`src/rtl/regfile_pkg.sv`:
```
// Shared constants, address-width helper and write-request type for the register file.
// Optional write-to-read forwarding is selected in regfile_mp with REGFILE_BYPASS_EN.
package regfile_pkg;

    localparam int XLEN_DEF  = 32;
    localparam int NREGS_DEF = 32;
    localparam int NRD_DEF   = 2;
    localparam int ZERO_REG  = 0;

    // Upper bounds for the shared request type; XLEN <= 64 and NREGS <= 65536.
    localparam int MAX_XLEN = 64;
    localparam int MAX_AW   = 16;

    function automatic int addr_width(input int nregs);
        return (nregs > 1) ? $clog2(nregs) : 1;
    endfunction

    typedef struct packed {
        logic                en;
        logic [MAX_AW-1:0]   addr;
        logic [MAX_XLEN-1:0] data;
    } wr_req_t;

endpackage

```
`src/rtl/regfile_scoreboard.sv`:
```
// Per-register pending bits for RAW-hazard stalls: issue sets, committed writes clear,
// flush clears everything, and issue wins over both clear and flush.
module regfile_scoreboard
    import regfile_pkg::*;
#(
    parameter int NREGS = NREGS_DEF,
    parameter int NRD   = NRD_DEF,
    parameter int AW    = addr_width(NREGS)
)(
    input  logic              clk,
    input  logic              rst_n,
    input  logic              issue_en,
    input  logic [AW-1:0]     issue_addr,
    input  logic              flush,
    input  logic              clr_a_en,
    input  logic [AW-1:0]     clr_a_addr,
    input  logic              clr_b_en,
    input  logic [AW-1:0]     clr_b_addr,
    input  logic [NRD*AW-1:0] rd_addr,
    output logic [NRD-1:0]    rd_pending,
    output logic              any_pending
);

    logic [NREGS-1:0] pending;
    logic [NREGS-1:0] pending_next;

    // Apply in priority order: flush, then write clears, then issue on top.
    always_comb begin
        pending_next = flush ? '0 : pending;
        if (clr_a_en)
            pending_next[clr_a_addr] = 1'b0;
        if (clr_b_en)
            pending_next[clr_b_addr] = 1'b0;
        if (issue_en)
            pending_next[issue_addr] = 1'b1;
        pending_next[ZERO_REG] = 1'b0;
    end

    always_ff @(posedge clk or negedge rst_n) begin
        if (!rst_n)
            pending <= '0;
        else
            pending <= pending_next;
    end

    always_comb begin
        rd_pending = '0;
        for (int k = 0; k < NRD; k++)
            rd_pending[k] = pending[rd_addr[k*AW +: AW]];
    end

    assign any_pending = |pending;

endmodule

```
`src/rtl/regfile_mp.sv`:
```
// Multi-port integer register file with hardwired r0, two prioritised write ports
// (B over A) and a pending scoreboard. Define REGFILE_BYPASS_EN for write-to-read forwarding.
module regfile_mp
    import regfile_pkg::*;
#(
    parameter int XLEN  = XLEN_DEF,
    parameter int NREGS = NREGS_DEF,
    parameter int NRD   = NRD_DEF,
    localparam int AW   = addr_width(NREGS)
)(
    input  logic                clk,
    input  logic                rst_n,
    input  logic [NRD*AW-1:0]   rd_addr,
    output logic [NRD*XLEN-1:0] rd_data,
    output logic [NRD-1:0]      rd_pending,
    input  logic                wa_en,
    input  logic [AW-1:0]       wa_addr,
    input  logic [XLEN-1:0]     wa_data,
    input  logic                wb_en,
    input  logic [AW-1:0]       wb_addr,
    input  logic [XLEN-1:0]     wb_data,
    input  logic                issue_en,
    input  logic [AW-1:0]       issue_addr,
    input  logic                flush,
    output logic                any_pending
);

    logic [XLEN-1:0] regs [NREGS];
    wr_req_t         req_a;
    wr_req_t         req_b;
    logic [NRD-1:0]  sb_pending;
    logic            unused_bits;

    // A request only commits when enabled and aimed at a nonzero register.
    always_comb begin
        req_a      = '0;
        req_a.en   = wa_en && (wa_addr != AW'(ZERO_REG));
        req_a.addr = MAX_AW'(wa_addr);
        req_a.data = MAX_XLEN'(wa_data);
        req_b      = '0;
        req_b.en   = wb_en && (wb_addr != AW'(ZERO_REG));
        req_b.addr = MAX_AW'(wb_addr);
        req_b.data = MAX_XLEN'(wb_data);
    end

    assign unused_bits = &{1'b0, req_a.data, req_b.data};

    always_ff @(posedge clk or negedge rst_n) begin
        if (!rst_n) begin
            for (int i = 0; i < NREGS; i++)
                regs[i] <= '0;
        end else begin
            for (int i = 1; i < NREGS; i++) begin
                if (req_b.en && (req_b.addr == MAX_AW'(i)))
                    regs[i] <= req_b.data[XLEN-1:0];
                else if (req_a.en && (req_a.addr == MAX_AW'(i)))
                    regs[i] <= req_a.data[XLEN-1:0];
            end
        end
    end

    regfile_scoreboard #(
        .NREGS (NREGS),
        .NRD   (NRD),
        .AW    (AW)
    ) u_scoreboard (
        .clk         (clk),
        .rst_n       (rst_n),
        .issue_en    (issue_en),
        .issue_addr  (issue_addr),
        .flush       (flush),
        .clr_a_en    (req_a.en),
        .clr_a_addr  (wa_addr),
        .clr_b_en    (req_b.en),
        .clr_b_addr  (wb_addr),
        .rd_addr     (rd_addr),
        .rd_pending  (sb_pending),
        .any_pending (any_pending)
    );

`ifdef REGFILE_BYPASS_EN
    // Forwarding is suppressed during reset since the in-flight write is discarded.
    always_comb begin
        rd_data    = '0;
        rd_pending = '0;
        for (int k = 0; k < NRD; k++) begin
            logic [AW-1:0] addr;
            logic          hit_a;
            logic          hit_b;
            addr  = rd_addr[k*AW +: AW];
            hit_a = rst_n && req_a.en && (req_a.addr == MAX_AW'(addr));
            hit_b = rst_n && req_b.en && (req_b.addr == MAX_AW'(addr));
            if (hit_b)
                rd_data[k*XLEN +: XLEN] = req_b.data[XLEN-1:0];
            else if (hit_a)
                rd_data[k*XLEN +: XLEN] = req_a.data[XLEN-1:0];
            else
                rd_data[k*XLEN +: XLEN] = regs[addr];
            if (hit_a || hit_b)
                rd_pending[k] = issue_en && (issue_addr == addr);
            else
                rd_pending[k] = sb_pending[k];
        end
    end
`else
    always_comb begin
        rd_data = '0;
        for (int k = 0; k < NRD; k++)
            rd_data[k*XLEN +: XLEN] = regs[rd_addr[k*AW +: AW]];
    end

    assign rd_pending = sb_pending;
`endif

endmodule

```
`config.mk`:
```
export PLATFORM = sky130hd
export DESIGN_NAME = regfile_mp
export DESIGN_NICKNAME = d
export VERILOG_FILES = /design/src/rtl/regfile_pkg.sv /design/src/rtl/regfile_scoreboard.sv /design/src/rtl/regfile_mp.sv
export SDC_FILE = /design/constraint.sdc
export NUM_CORES = 2
export LEC_CHECK = 0
export CORE_MARGIN = 2
export CORE_UTILIZATION = 40
export CTS_CLUSTER_DIAMETER = 60
export DETAILED_ROUTE_END_ITERATION = 7
export GPL_TIMING_DRIVEN = 0
export PLACE_DENSITY = 0.62
export SLEW_MARGIN = 20
export SYNTH_ARGS = -nofsm -noshare
export SYNTH_HDL_FRONTEND = slang
export SYNTH_SLANG_ARGS = --single-unit
```
`constraint.sdc`:
```
create_clock -name clk -period 2.75 [get_ports clk]
set_input_delay 0.55 -clock clk [delete_from_list [all_inputs] [get_ports clk]]
set_output_delay 0.55 -clock clk [all_outputs]
set_load 0.05 [all_outputs]
```
==> impl_metrics.yaml <==
die:
  fp.dieW_um: 405
  row_count: 147
  initial_core_util: 0.402
  pin_count: 162
  core_sq_um: 160000
  die_y_um: 405
  die_area_sq_um: 164000
synthesis:
  syn-num-nets: 6212
  synth_ff_type: "dfrtp_1"
  synth_cell_types: 49
  syn_avg_cell_area_sq_um: 10.5
  synthCells: 6117
  synth_edf_count: 0
  ys_warn_count: 32
  synthArstFlopShare: 1.00
  syn_area_sq_um: 64400
  ys_seq_area_frac: 0.397
  synth-seq-cells: 1023
clocking:
  cts_buffer_depth: 3
  cts_htree_levels: 4
  clock_latency_ps: 790
  cts_tree: "done"
  clk_pin_slew_ps: 60
  cts_buffers: 134
  cts.sink_count: 1023
  cts.root.buffer_cell: "clkbuf_16"
drt:
  drc: 1
  vias: 60100
  drtIter0Drc: 10400
  routed_via_density: 6.88
  antenna_left: 0
  drt-total-wl_um: 341000
  wl_per_cell_um: 39.0
  firstDrtPassIters: 8
grt:
  grt-ovfl-total: 0
  grt_pass1_wl_um: 465000
  antenna_found_initial: 10
  grt_use_total: 0.409
  grt_max_degree: 132
  grt_pass1_vias: 57600
sta:
  min_period_ps: 3280
  timing.slew.headroom: 0.125
  final.period_utilization: 1.19
  maxSlewViolCount: 0
  skew_ps: 0
  hold_viol: 0
  rsz0062_at_grt: "true"
  finalWorstSetupSlack_ps: -529
  holdWs_ps: 237
  worst_pin_slew_ps: 1310
  setup_viol: 252
  max_clock_freq_mhz: 305
  final.setup.tns_ps: -33280
critical_path:
  cp-end-kind: "primary output"
  cp_max_fo: 11
  cp.arrival_ps: 2730
  path_class: "in2out"
  startpoint_type: "input port"
  crit_required_ps: 2200
  r2r_cells: 2
pwr:
  p_leak_nw: 33.3
  p_int_w: 0.0377
  p_per_area_nw_per_um2: 734
  p_switching_w: 0.0197
  ir_drop_mv: 0.741
  power_frac_comb: 0.290
  clock_power_share: 0.321
  power.share.switching: 0.344
  seq_power_share: 0.389
placement:
  port_buffers: 154
  dpl.hpwl_um: 239000
  placed_cell_area_sq_um: 70000
  dp.cells: 8443
  gp_congestion: 1.02
status:
  outcome: "complete, but fails checks"
  violations: "design-rule violations, negative setup slack"
layout:
  final_net_count: 6570
  finish.utilization: 0.488
  area_delta_synth_final_pct: 21.4
  layout-drive-gt1-share: 0.232
  instances_no_fill: 8739
  final_cell_area_sq_um: 78200
min_path:
  min_path_type: "in2async"
job:
  cap_viol_max_count: 0
[worst max-delay path, stage by stage]
cell and delay, ps:
buf_4 190, buf_12 210, buf_12 230, buf_12 220, mux4_2 330, a22o_1 240
o21ai_4 330, o31ai_4 180, buf_6 200
[routing by layer]
layer	vias up	GRT usage	part of all wire
li1	23200	-	-
met1	30100	0.511	0.36
met2	5427	0.557	0.40
met3	1421	0.155	0.14
met4	8	0.335	0.10
met5	-	0.00595	0.00085
[flip-flops by register name, indices dropped and copies added, names as in the netlist]
name / flops
regs: 992
u_scoreboard.pending: 31
[cells in the mapped netlist, types with 9 or more instances]
master,number,area [sq um]
nand3b_1,19,143
dfrtp_1,1023,25600
nor3b_1,15,113
clkbuf_1,491,1840
o21ai_1,130,651
mux2i_1,1192,11900
a211oi_1,66,495
buf_4,93,698
o21ai_0,422,2110
buf_1,25,93.8
and2_1,68,425
nand2_1,501,1880
o31ai_1,66,495
nor2_1,528,1980
a21oi_1,512,2560
o22ai_1,78,488
mux4_2,396,8920
mux2_2,65,732
a22o_1,197,1730
nand3_1,9,45.0
buf_2,121,606
o2bb2ai_1,13,114
nor2b_1,13,81.3
[layout make-up]
class | instances | area, sq um
fillers | 14700 | 82000
multi-input cells | 4356 | 37900
flip-flops and latches | 1023 | 25600
plain buffers | 730 | 4990
clock buffers | 184 | 3900
well taps | 2160 | 2700
repair buffers | 228 | 2550
clock inverters | 52 | 578
inverters | 2 | 15.0
diodes | 4 | 10.0
[cells by family (layout without fill, tap and decap cells)]
logic type             count (synthesis)  in the layout  share of synthesized area
AND/OR/NAND/NOR                     1219           1219                     0.0822
AO/OA/AOI/OAI                       1484           1484                      0.134
other                                  0              4                          0
buffers and inverters                738           1196                     0.0515
multiplexers                        1653           1653                      0.335
flip-flops                          1023           1023                      0.397
[metrics by stage]
stage / total power (W) / setup WS (ps)
floorplan: 0.0319 / -21.6
global placement: 0.0366 / -48340
detailed placement: 0.0373 / -2970
CTS: 0.0564 / -403
global route: 0.0590 / -445
finish: 0.0574 / -529
[cell usage in the layout, fill, tap and decap left out, types with 21 or more instances in the layout]
cell	n
mux2i_1	1186
dfrtp_1	1017
nor2_1	526
a21oi_1	512
nand2_1	499
o21ai_0	422
mux4_2	396
clkbuf_1	312
a22o_1	184
clkbuf_16	149
buf_4	141
clkbuf_2	114
buf_6	82
clkdlybuf4s50_1	81
buf_2	78
and2_1	66
o31ai_4	66
mux2_2	65
o22ai_1	64
o21ai_1	64
clkbuf_8	63
o21ai_4	54
a211oi_2	43
buf_12	33
clkbuf_4	33
buf_16	23
clkinv_2	22
a211oi_4	21
[power by group through the flow]
stage                     logic (W)  registers, W  clock network (W)
after floorplan              0.0108        0.0211                  0
after global placement       0.0145        0.0222                  0
after detailed placement     0.0149        0.0223                  0
after CTS                    0.0160        0.0221             0.0183
after global routing         0.0174        0.0227             0.0189
final                        0.0166        0.0224             0.0184
[final timing paths]
| check | startpoint | endpoint | slack [ps] |
|---|---|---|---|
| worst min-delay path | rst_n | regs[829]$_DFFE_PN0P_ | 240 |
| min in group clk | wb_data[22] | regs[790]$_DFFE_PN0P_ | 430 |
| worst max register to register | u_scoreboard.pending[6]$_DFF_PN0_ | u_scoreboard.pending[6]$_DFF_PN0_ | 1520 |
| worst max-delay path | rd_addr[7] | rd_data[58] | -530 |
| max in group asynchronous | rst_n | regs[108]$_DFFE_PN0P_ | 400 |
| worst min register to register | regs[626]$_DFFE_PN0P_ | regs[626]$_DFFE_PN0P_ | 580 |
[timing repair]
action                                  4_1_cts  5_1_grt
hold buffers                                  1        0
setup buffers                                23       30
gates cloned                                  5        2
pin swaps                                   155       80
endpoints found under the setup margin      342      415
resized for setup                          1199      187
hold endpoints to repair                     49        0
(Power assumes the default switching activity.)
